## config.mk

```make
export PLATFORM = sky130hd
export DESIGN_NAME = fetch_sequencer
export DESIGN_NICKNAME = d
export VERILOG_FILES = /design/src/rtl/fetch_sequencer_pkg.sv /design/src/rtl/fetch_stats_counter.sv /design/src/rtl/fetch_sequencer.sv
export SDC_FILE = /design/constraint.sdc
export NUM_CORES = 1
export LEC_CHECK = 0
export CORE_UTILIZATION = 53
export DETAILED_ROUTE_END_ITERATION = 10
export PLACE_DENSITY = 0.93
export SKIP_LAST_GASP = 1
export SLEW_MARGIN = 20
export SYNTH_ARGS = -nofsm -noshare
export SYNTH_HDL_FRONTEND = slang
export SYNTH_SLANG_ARGS = --single-unit
```

## constraint.sdc

```tcl
create_clock -name clk -period 3.8 [get_ports clk]
set_input_delay 0.57 -clock clk [delete_from_list [all_inputs] [get_ports clk]]
set_output_delay 0.57 -clock clk [all_outputs]
set_load 0.05 [all_outputs]
```

## src/rtl/fetch_sequencer_pkg.sv

```systemverilog
// Shared definitions for the instruction fetch sequencer: state encoding,
// default reset PC and instruction width.
package fetch_sequencer_pkg;

    localparam int unsigned INSTR_W          = 32;
    localparam logic [31:0] RESET_PC_DEFAULT = 32'h0000_0000;

    typedef enum logic [1:0] {
        ST_FETCH = 2'd0,
        ST_HOLD  = 2'd1,
        ST_DRAIN = 2'd2,
        ST_TRAP  = 2'd3
    } fetch_state_e;

endpackage

```

## src/rtl/fetch_stats_counter.sv

```systemverilog
// Saturating pair of branch-event counters: all resolved branches and taken
// branches. Counting stops while en is low.
module fetch_stats_counter (
    input  logic        clk,
    input  logic        rst_n,
    input  logic        en,
    input  logic        inc_all,
    input  logic        inc_taken,
    output logic [31:0] br_count,
    output logic [31:0] br_taken_count
);

    logic [31:0] all_q;
    logic [31:0] taken_q;

    always_ff @(posedge clk or negedge rst_n) begin
        if (!rst_n) begin
            all_q   <= '0;
            taken_q <= '0;
        end else if (en) begin
            if (inc_all && (all_q != '1))
                all_q <= all_q + 32'd1;
            if (inc_taken && (taken_q != '1))
                taken_q <= taken_q + 32'd1;
        end
    end

    assign br_count       = all_q;
    assign br_taken_count = taken_q;

endmodule

```

## src/rtl/fetch_sequencer.sv

```systemverilog
// Instruction fetch sequencer: owns the PC, handshakes with instruction memory,
// presents instructions to decode and handles branch redirects / misaligned traps.
// Optional branch statistics outputs are enabled by FETCH_SEQ_STATS_EN.
module fetch_sequencer
    import fetch_sequencer_pkg::*;
#(
    parameter logic [31:0] RESET_PC = RESET_PC_DEFAULT
) (
    input  logic               clk,
    input  logic               rst_n,
    input  logic               stall,
    output logic               imem_req,
    output logic [31:0]        imem_addr,
    input  logic               imem_ack,
    input  logic [INSTR_W-1:0] imem_rdata,
    output logic               instr_valid,
    output logic [INSTR_W-1:0] instr,
    output logic [31:0]        instr_pc,
    input  logic               b_valid,
    input  logic               b_taken,
    input  logic [31:0]        b_pc,
    output logic               flush,
`ifdef FETCH_SEQ_STATS_EN
    output logic [31:0]        br_count,
    output logic [31:0]        br_taken_count,
`endif
    output logic               trap,
    output logic [31:0]        trap_pc
);

    fetch_state_e       state_q;
    logic [31:0]        pc_q;
    logic [31:0]        drain_addr_q;
    logic               run_q;
    logic [INSTR_W-1:0] instr_q;
    logic [31:0]        instr_pc_q;
    logic               instr_valid_q;
    logic               flush_q;
    logic               trap_q;
    logic [31:0]        trap_pc_q;

    logic redirect;
    logic misaligned;

    assign redirect   = b_valid && b_taken && (state_q != ST_TRAP);
    assign misaligned = (b_pc[1:0] != 2'b00);

    always_ff @(posedge clk or negedge rst_n) begin
        if (!rst_n) begin
            state_q       <= ST_FETCH;
            pc_q          <= RESET_PC;
            drain_addr_q  <= '0;
            run_q         <= 1'b0;
            instr_q       <= '0;
            instr_pc_q    <= '0;
            instr_valid_q <= 1'b0;
            flush_q       <= 1'b0;
            trap_q        <= 1'b0;
            trap_pc_q     <= '0;
        end else begin
            run_q   <= 1'b1;
            flush_q <= redirect;
            if (redirect) begin
                instr_valid_q <= 1'b0;
                if (misaligned) begin
                    state_q   <= ST_TRAP;
                    trap_q    <= 1'b1;
                    trap_pc_q <= b_pc;
                end else begin
                    pc_q <= b_pc;
                    // An ack arriving with the redirect retires the dropped request.
                    case (state_q)
                        ST_FETCH: begin
                            if (!imem_ack) begin
                                state_q      <= ST_DRAIN;
                                drain_addr_q <= pc_q;
                            end
                        end
                        ST_DRAIN: begin
                            if (imem_ack)
                                state_q <= ST_FETCH;
                        end
                        default: state_q <= ST_FETCH;
                    endcase
                end
            end else begin
                case (state_q)
                    ST_FETCH: begin
                        if (imem_ack) begin
                            instr_q       <= imem_rdata;
                            instr_pc_q    <= pc_q;
                            pc_q          <= pc_q + 32'd4;
                            instr_valid_q <= 1'b1;
                            state_q       <= ST_HOLD;
                        end
                    end
                    ST_HOLD: begin
                        if (!stall) begin
                            instr_valid_q <= 1'b0;
                            state_q       <= ST_FETCH;
                        end
                    end
                    ST_DRAIN: begin
                        if (imem_ack)
                            state_q <= ST_FETCH;
                    end
                    default: ;
                endcase
            end
        end
    end

    // While draining, the abandoned request stays on the bus at its old address.
    assign imem_req    = run_q && ((state_q == ST_FETCH) || (state_q == ST_DRAIN));
    assign imem_addr   = (state_q == ST_DRAIN) ? drain_addr_q : pc_q;
    assign instr_valid = instr_valid_q;
    assign instr       = instr_q;
    assign instr_pc    = instr_pc_q;
    assign flush       = flush_q;
    assign trap        = trap_q;
    assign trap_pc     = trap_pc_q;

`ifdef FETCH_SEQ_STATS_EN
    fetch_stats_counter u_stats (
        .clk            (clk),
        .rst_n          (rst_n),
        .en             (state_q != ST_TRAP),
        .inc_all        (b_valid),
        .inc_taken      (b_valid && b_taken),
        .br_count       (br_count),
        .br_taken_count (br_taken_count)
    );
`endif

endmodule

```

==> qor.csv, run 1 <==
metric;value;unit
status;finished, final reports clean;
f_max;0.281;GHz
critical path required time;3.23;ns
static leakage;4.68;nW
Vias;6309;
clk sinks;166;
Die Y;122;um
DR pass1 iterations;4;
Final Hold Vio Count;0;
CTS max path bufs;2;
later-pin clock latency in the skew report;0.43;ns
distinct cell type count after synthesis;58;
largest net degree at the start of global routing;102;
First DRT Iteration DRCs;487;
I/O pin cnt;202;
routed wire length;20.1;mm
Num CTS Buffers;17;
sequential element share of the synthesized area;54.8;%
Multi-input gate area;0.00321;mm2
final worst-path cycle share;93.5;%
RSZ-0062 raised after global routing;no;
Final Cell Area;0.0104;mm2
Die ar.;0.0148;mm2
share of cells above drive strength 1;16.3;%
Post-DP HPWL;13.5;mm
post-synth net total;818;
CTS tree;built;
DRT antenna net count;0;
endpoint class of the critical path;output pin;
Power, Total;9.95;mW
DIE WIDTH;122;um
Ys Warns;0;
Cells after Synth;742;
Core Region;0.0139;mm2
final setup TNS;0;ns
Synth async-reset ratio;100;%
Final min period;3.55;ns
Tightest Pin Transition;0.930;ns
clock root cell;clkbuf_16;
Pwr per Cell Area;960;mW/mm2
Worst Hold Class;in -> async;
Post-Syn Area;0.00757;mm2
Worst VDD drop;0.650;mV
area of placed instances;0.00972;mm2
max-slew violation count;0;
postcts setup bufs;0;
WL/cell;18.0;um
vias in the first global route;6256;
Util after Layout;74.4;%
top cells by area, synth;dfrtp_1 55%, mux2_2 14%, nand2_1 12%;
H-tree depth;4;
Max Cap Viol;0;
# fillers;955;
Synth top area share;54.8;%
relative slew slack;38.0;%
# rows;43;
GP Congestion;0.809;
Initial Util;54.4;%
global-route wire length before repair;32.1;mm
Final Setup Violations;0;
FF+latch count, synth;166;
nets;1001;
post-cts gate resize count;0;
Post-synth top cells;233 x nand2_1, 166 x dfrtp_1, 91 x mux2_2;
antenna diode count;0;
Via density;5.65;
Clock transition at path regs;0.06;ns
FF/Latch Area;0.00415;mm2
CP startpoint kind;flop;
Buffers on Ports;201;
count leader, synth;nand2_1;
initial antenna violation count;0;
hold buffer count at CTS;0;
Avg Cell Area, Syn;10.2;um2
Worst EP arrival;2.98;ns
Layout Skew;0.0111;ns
Area Overhead vs Synth;36.9;%
Top FF cell, synth;dfrtp_1;
largest area contributor in the netlist;dfrtp_1;
grt ovf;0;
crit path kind;reg -> out;
EDFF count, synth;0;
GRT Overall Usage;28.5;%
crit path max fanout;35;
DRC violations left;0;
logic make-up (layout without fill, tap and decap cells):
group / Yosys count / after routing / synth area share (%)
simple gates: 328 / 328 / 19.1
flops: 166 / 166 / 54.8
mux: 95 / 95 / 14.1
compound gates: 94 / 94 / 7.83
buf+inv: 52 / 247 / 3.11
fa+ha+maj: 6 / 6 / 0.991
other cells: 1 / 1 / 0.0495
layout by cell type (no fill, tap or decap), types with 4 or more instances in the layout:
cell type and instances:
clkbuf_16 17, buf_4 9, a31oi_1 7, o21a_1 4
and3_1 10, o22ai_1 6, nor2_1 20, a31o_2 4
nor3_1 9, nand3_1 18, o21ai_0 20, ha_1 5
nand2_1 233, clkdlybuf4s50_1 200, mux2_2 91, a21oi_1 26
bufinv_16 5, nand4_1 5, dfrtp_1 166
sequential cells by signal (all words and copies together), names as in the netlist:
name          flops
drain_addr_q     32
instr            32
instr_pc         32
pc_q             32
trap_pc          32
state_q           2
flush             1
instr_valid       1
run_q             1
trap              1
stage by stage:
| stage | hold slack, ns | instances | setup slack, ns |
|---|---|---|---|
| 5_1_grt | 0.177 | 1117 | 0.129 |
| 4_1_cts | 0.147 | 1117 | 0.215 |
| 2_1_floorplan | 0.274 | 742 | 1.02 |
| 3_5_place_dp | 0.463 | 1086 | 0.634 |
| 3_3_place_gp | 0.450 | 1086 | 0.755 |
| 6_report | 0.121 | 1117 | 0.246 |
worst paths after layout:
check,start,to,slack [ns],cells after the start
max in group asynchronous,rst_n,instr_pc[7],2.73,2
min in group clk,instr[20],instr[20],0.47,2
max reg2reg,state_q[0],pc_q[26],0.98,8
max,state_q[0],imem_addr[6],0.25,4
min reg2reg,instr[20],instr[20],0.47,2
min,rst_n,instr[1],0.12,1
cell type report:
type / count / share of cell area (%)
Clock buffer: 22 / 4.57
Tap cell: 180 / 2.17
Inverter: 4 / 0.145
Timing Repair Buffer: 212 / 20.5
Clock inverter: 9 / 1.67
Sequential cell: 166 / 40.1
Multi-Input combinational cell: 524 / 30.9
routing by layer:
layer / up-vias / wire length (um) / global-route usage (%)
li1: 2911 / - / -
met1: 3109 / 8280 / 36.6
met4: 0 / 516 / 11.0
met2: 249 / 9910 / 46.6
met5: - / 0 / 0
met3: 40 / 1380 / 7.07
worst max-delay path, stage by stage (launching register included):
cell,delay [ns]
dfrtp_1,0.43
inv_1,0.15
ha_2,0.82
mux2_2,0.43
clkdlybuf4s50_1,0.71
power by group:
group	switching (mW)	leakage (nW)	internal, mW
clock	0.680	0.316	1.21
sequential	0.595	2.04	2.46
combinational	3.27	2.32	1.73
Note: power is estimated with default switching activity, not from simulation.
==> inputs of run 2 (changes only) <==
ABC_AREA = 1   (was not set)
CORE_MARGIN = 1.5   (was not set)
==> run 2 against run 1 <==
Clock power down 12%. Largest cell class unchanged. Critical path type unchanged. Combinational power is 11% higher. Via count is 13% higher.
==> qor.csv, run 2 <==
metric;value;unit;change
status;finished, final reports clean;;unchanged
Avg Cell Area, Syn;8.08;um2;was 10.2 um2
reg2reg start;state_q[1];;was state_q[0]
endpoint class of the critical path;output pin;;unchanged
GP Congestion;0.919;;was 0.809
clk sinks;166;;unchanged
Vias;7159;;was 6309
CP max stage cell;clkdlybuf4s50_1;;was ha_2
Critical path origin;state_q[0];;unchanged
EDFF count, synth;0;;unchanged
CTS max path bufs;2;;unchanged
distinct cell type count after synthesis;33;;was 58
Final Hold Vio Count;0;;unchanged
share of cells above drive strength 1;5.60;%;was 16.3%
DR pass1 iterations;6;;was 4
final setup TNS;0;ns;unchanged
Clock transition at path regs;0.06;ns;about the same
Clk pwr share;16.2;%;was 19.0%
relative slew slack;29.1;%;was 38.0%
Ys Warns;0;;unchanged
later-pin clock latency in the skew report;0.42;ns;was 0.43 ns
count leader, synth;nand2_1;;unchanged
Top FF cell, synth;dfrtp_1;;unchanged
register share of total power;29.7;%;was 30.7%
post-cts gate resize count;0;;unchanged
Die Y;123;um;was 122 um
Worst VDD drop;0.481;mV;was 0.650 mV
Post-synth top cells;380 x nand2_1, 166 x dfrtp_1, 126 x o21ai_0;;was 233 x nand2_1, 166 x dfrtp_1, 91 x mux2_2
CP Cell Sequence;inv_1 -> ha_4 -> buf_4 -> nand2_1 -> o21ai_0 -> clkdlybuf4s50_1;;was inv_1 -> ha_2 -> mux2_2 -> clkdlybuf4s50_1
WL/cell;16.3;um;was 18.0 um
Tightest Pin Transition;1.06;ns;was 0.930 ns
grt ovf;0;;unchanged
Max Cap Viol;0;;unchanged
Cells after Synth;946;;was 742
initial antenna violation count;0;;unchanged
largest area contributor in the netlist;dfrtp_1;;unchanged
P_sw;5.05;mW;was 4.55 mW
final worst-path cycle share;90.3;%;was 93.5%
Sw Ratio;49.2;%;was 45.7%
First DRT Iteration DRCs;738;;was 487
# rows;43;;unchanged
Pwr per Cell Area;997;mW/mm2;was 960 mW/mm2
DRT antenna net count;0;;unchanged
Final min period;3.43;ns;was 3.55 ns
DIE WIDTH;123;um;was 122 um
Power Internal;5.22;mW;was 5.40 mW
Core Region;0.0140;mm2;was 0.0139 mm2
CP startpoint kind;flop;;unchanged
CTS tree;built;;unchanged
H-tree depth;4;;unchanged
Final Cell Area;0.0103;mm2;was 0.0104 mm2
Worst Hold Class;in -> async;;unchanged
clock root cell;clkbuf_16;;unchanged
Via density;5.42;;was 5.65
Worst EP arrival;2.86;ns;was 2.98 ns
Synth top area share;54.3;%;was 54.8%
Post-DP HPWL;15.2;mm;was 13.5 mm
RSZ-0062 raised after global routing;no;;unchanged
static leakage;4.86;nW;was 4.68 nW
I/O pin cnt;202;;unchanged
area of placed instances;0.00972;mm2;unchanged
CP peak stage delay;0.86;ns;was 0.82 ns
R2R cell count;8;;unchanged
critical path required time;3.23;ns;about the same
top cells by area, synth;dfrtp_1 54%, nand2_1 19%, o21ai_0 8.2%;;was dfrtp_1 55%, mux2_2 14%, nand2_1 12%
Buffers on Ports;201;;unchanged
largest net degree at the start of global routing;69;;was 102
Die ar.;0.0152;mm2;was 0.0148 mm2
post-synth net total;1022;;was 818
# fillers;1048;;was 955
Layout Skew;0.00732;ns;was 0.0111 ns
antenna diode count;0;;unchanged
Num CTS Buffers;17;;unchanged
FF+latch count, synth;166;;unchanged
Post-Syn Area;0.00765;mm2;was 0.00757 mm2
routed wire length;21.6;mm;was 20.1 mm
f_max;0.292;GHz;was 0.281 GHz
GRT Overall Usage;29.6;%;was 28.5%
most common cell after layout, fill and taps aside;nand2_1;;unchanged
hold buffer count at CTS;0;;unchanged
max-slew violation count;0;;unchanged
vias in the first global route;6806;;was 6256
global-route wire length before repair;34.4;mm;was 32.1 mm
DRC violations left;0;;unchanged
sequential element share of the synthesized area;54.3;%;was 54.8%
Synth async-reset ratio;100;%;unchanged
crit path max fanout;39;;was 35
Initial Util;54.7;%;was 54.4%
nets;1208;;was 1001
most frequent cells in the layout;380 x nand2_1, 200 x clkdlybuf4s50_1, 166 x dfrtp_1, 126 x o21ai_0, 57 x nor2_1;;was 233 x nand2_1, 200 x clkdlybuf4s50_1, 166 x dfrtp_1, 91 x mux2_2, 26 x a21oi_1
postcts setup bufs;0;;unchanged
Gate power share;54.1;%;was 50.3%
crit path kind;reg -> out;;unchanged
Area Overhead vs Synth;34.7;%;was 36.9%
Final Setup Violations;0;;unchanged
## run 2: cell types whose count changed after synthesis, sizes merged, moves of 9 or more
cell | before | now
nand2 | 234 | 388
o21ai | 22 | 139
nor2 | 24 | 68
buf | 34 | 22
inv | 4 | 56
nor3 | 9 | 0
mux2 | 93 | 1
and3 | 12 | 0
## run 2: logic make-up (layout without fill, tap and decap cells)
kind of cell | after synthesis | after routing | synth area share, %
AO/OA/AOI/OAI | 187 | 187 | 12.7
XOR/XNOR | 1 | 1 | 0.115
adder cells (fa/ha/maj) | 6 | 6 | 0.982
buffers and inverters | 99 | 295 | 5.82
flip-flops | 166 | 166 | 54.3
multiplexers | 1 | 1 | 0.147
other | 1 | 1 | 0.0490
AND/OR/NAND/NOR | 485 | 485 | 25.9
## run 2: path summary, 6_finish.rpt
kind | end | slack [ns]
worst max-delay path | imem_addr[0] | 0.37
worst min-delay path | trap_pc[1] | 0.13
worst max register to register | pc_q[25] | 1.25
worst min register to register | instr[22] | 0.48
max in group asynchronous | pc_q[8] | 2.67
min in group clk | instr[22] | 0.48
## run 2: power groups by stage
stage | clock [mW] | sequential (mW) | combinational [mW]
2_1_floorplan | 0 | 4.42 | 2.26
5_1_grt | 1.76 | 3.14 | 5.93
3_3_place_gp | 0 | 3.02 | 5.42
6_report | 1.67 | 3.05 | 5.56
4_1_cts | 1.68 | 3.03 | 5.55
3_5_place_dp | 0 | 3.04 | 5.52
## run 2: area by class of cell
type / instances / area (um2) / area share [%]
clock buffer: 27 / 533 / 5.17
clock inverter: 2 / 37.5 / 0.364
inverter: 56 / 213 / 2.06
multi-input combinational: 681 / 3060 / 29.7
sequential: 166 / 4150 / 40.3
tap: 180 / 225 / 2.19
timing repair buffer: 210 / 2080 / 20.2
## run 2: worst max-delay path, delay by kind of cell, from the launching register on
family,cells,cell delay (ns)
AOI/OAI and AO/OA,1,0.11
adders and majority gates,1,0.43
buffers and inverters,3,1.37
DFF,1,0.43
and+or+nand+nor,1,0.07
## run 2: per-stage QoR
step	util [%]	instances	hold slack (ns)	power, mW	worst slack (ns)
final	73.7	1322	0.133	10.3	0.370
after floorplan	-	946	0.274	6.68	1.06
after global placement	69.5	1293	0.461	8.44	0.709
after detailed placement	69.5	1293	0.464	8.56	0.590
after global routing	73.7	1322	0.189	10.8	0.217
after CTS	73.6	1322	0.162	10.3	0.133
## run 2: layer usage
metal / global-route usage, % / wire length [um] / vias to the layer above / part of all wire [%]
li1: - / - / 3381 / -
met1: 42.0 / 9450 / 3403 / 44
met2: 45.9 / 10100 / 330 / 47
met3: 6.04 / 1620 / 45 / 7.5
met4: 9.84 / 461 / 0 / 2.1
met5: 0 / 0 / - / 0
==> inputs of run 3 (changes only) <==
CELL_PAD_IN_SITES_DETAIL_PLACEMENT = 0   (was not set)
CELL_PAD_IN_SITES_GLOBAL_PLACEMENT = 1   (was not set)
CORE_MARGIN = 2   (was 1.5)
CORE_UTILIZATION = 38   (was 53)
PLACE_DENSITY = 0.92   (was 0.93)
==> run 3 against run 2 <==
Setup slack better by 0.080 ns. Worst hold slack better by 0.058 ns. Flip-flop and latch count stayed put. Via count is 5.8% lower. Final area is 1.1% higher. Combinational power hardly changed. Wire length is 0.22% lower. Sequential share of layout area is 0.43 points lower. Sequential power hardly changed. Critical path depth stayed put. Final cell count is 6.7% higher. Largest power group unchanged.
==> qor.csv, run 3 (synthesis results as in run 2) <==
metric;value;unit;change
status;finished, final reports clean;;unchanged
GRT Overall Usage;20.6;%;was 29.6%
Area Overhead vs Synth;36.2;%;was 34.7%
vias in the first global route;6450;;was 6806
Via density;4.78;;was 5.42
Worst VDD drop;0.470;mV;was 0.481 mV
# rows;51;;was 43
routed wire length;21.6;mm;about the same
CP Buf/Inv Count;3;;unchanged
fin cells;1411;;was 1322
Layout Skew;0.0165;ns;was 0.00732 ns
Vias;6743;;was 7159
Top delay family on crit path;buffers and inverters;;unchanged
crit path kind;reg -> out;;unchanged
most common cell after layout, fill and taps aside;nand2_1;;unchanged
Num CTS Buffers;17;;unchanged
final worst-path cycle share;88.1;%;was 90.3%
DRC violations left;0;;unchanged
CP Cell Sequence;inv_1 -> ha_2 -> buf_4 -> nand2_1 -> o21ai_0 -> clkdlybuf4s50_1;;was inv_1 -> ha_4 -> buf_4 -> nand2_1 -> o21ai_0 -> clkdlybuf4s50_1
dpl cells;1379;;was 1293
largest net degree at the start of global routing;93;;was 69
clock root cell;clkbuf_16;;unchanged
RSZ-0062 raised after global routing;no;;unchanged
final setup TNS;0;ns;unchanged
crit path max fanout;66;;was 39
postcts setup bufs;0;;unchanged
Clock transition at path regs;0.07;ns;was 0.06 ns
Buffers on Ports;201;;unchanged
later-pin clock latency in the skew report;0.43;ns;was 0.42 ns
GP Congestion;0.877;;was 0.919
Final Setup Violations;0;;unchanged
Worst EP arrival;2.78;ns;was 2.86 ns
Initial Util;39.0;%;was 54.7%
Pwr per Cell Area;986;mW/mm2;was 997 mW/mm2
Post-DP HPWL;15.5;mm;was 15.2 mm
DRT antenna net count;0;;unchanged
global-route wire length before repair;34.8;mm;was 34.4 mm
grt ovf;0;;unchanged
DIE WIDTH;146;um;was 123 um
Final min period;3.35;ns;was 3.43 ns
CP max stage cell;clkdlybuf4s50_1;;unchanged
Tightest Pin Transition;0.870;ns;was 1.06 ns
initial antenna violation count;0;;unchanged
Die ar.;0.0213;mm2;was 0.0152 mm2
WL/cell;15.3;um;was 16.3 um
antenna diode count;0;;unchanged
CP startpoint kind;flop;;unchanged
reg2reg setup slack;1.35;ns;was 1.25 ns
nets;1209;;was 1208
CTS max path bufs;2;;unchanged
CTS tree;built;;unchanged
post-cts gate resize count;0;;unchanged
Max Cap Viol;0;;unchanged
I/O pin cnt;202;;unchanged
endpoint class of the critical path;output pin;;unchanged
clk sinks;166;;unchanged
WP depth;6;;unchanged
reg2reg start;state_q[1];;unchanged
Worst Hold Class;in -> async;;unchanged
Final Hold Vio Count;0;;unchanged
critical path required time;3.23;ns;about the same
First DRT Iteration DRCs;409;;was 738
Core Region;0.0196;mm2;was 0.0140 mm2
max-slew violation count;0;;unchanged
Die Y;146;um;was 123 um
Util after Layout;53.2;%;was 73.7%
most frequent cells in the layout;380 x nand2_1, 200 x clkdlybuf4s50_1, 166 x dfrtp_1, 126 x o21ai_0, 57 x nor2_1;;unchanged
hold buffer count at CTS;0;;unchanged
Power, Total;10.3;mW;about the same
share of cells above drive strength 1;6.20;%;was 5.60%
CP peak stage delay;0.87;ns;was 0.86 ns
f_max;0.299;GHz;was 0.292 GHz
relative slew slack;42.0;%;was 29.1%
RR Endpoint;pc_q[14];;was pc_q[25]
H-tree depth;4;;unchanged
DR pass1 iterations;5;;was 6
static leakage;4.88;nW;was 4.86 nW
R2R cell count;9;;was 8
## run 3: worst max path at each step
stage	start	end	slack [ns]
after detailed placement	state_q[0]	imem_addr[28]	0.89
after global routing	state_q[0]	imem_addr[23]	0.22
final	state_q[0]	imem_addr[23]	0.45
after floorplan	state_q[0]	imem_addr[23]	1.06
after CTS	state_q[0]	imem_addr[28]	0.42
after global placement	state_q[0]	imem_addr[28]	0.91
## run 3: final cells by class
class	count	area, um2
fill	1890	9180
sequential	166	4150
multi-input combinational	681	3050
timing repair buffer	211	2090
clock buffer	18	439
tap	265	332
inverter	56	213
clock inverter	14	139
## run 3: routing by layer
metal / track usage [%] / vias up / part of all wire [%]
li1: - / 3382 / -
met1: 30.3 / 3141 / 49
met2: 30.7 / 201 / 45
met3: 4.42 / 19 / 4.9
met4: 5.98 / 0 / 1.3
met5: 0 / - / 0
## run 3: stage by stage
stage | hold slack (ns) | setup slack [ns] | area (um2)
2_1_floorplan | 0.274 | 1.06 | 7650
3_3_place_gp | 0.462 | 0.907 | 9840
3_5_place_dp | 0.455 | 0.893 | 9840
4_1_cts | 0.242 | 0.421 | 10400
5_1_grt | 0.273 | 0.224 | 10400
6_report | 0.191 | 0.451 | 10400
## run 3: power breakdown
group	total, mW	switching [mW]	internal [mW]
clock	1.71	0.768	0.939
sequential	3.02	0.524	2.50
combinational	5.54	3.85	1.69
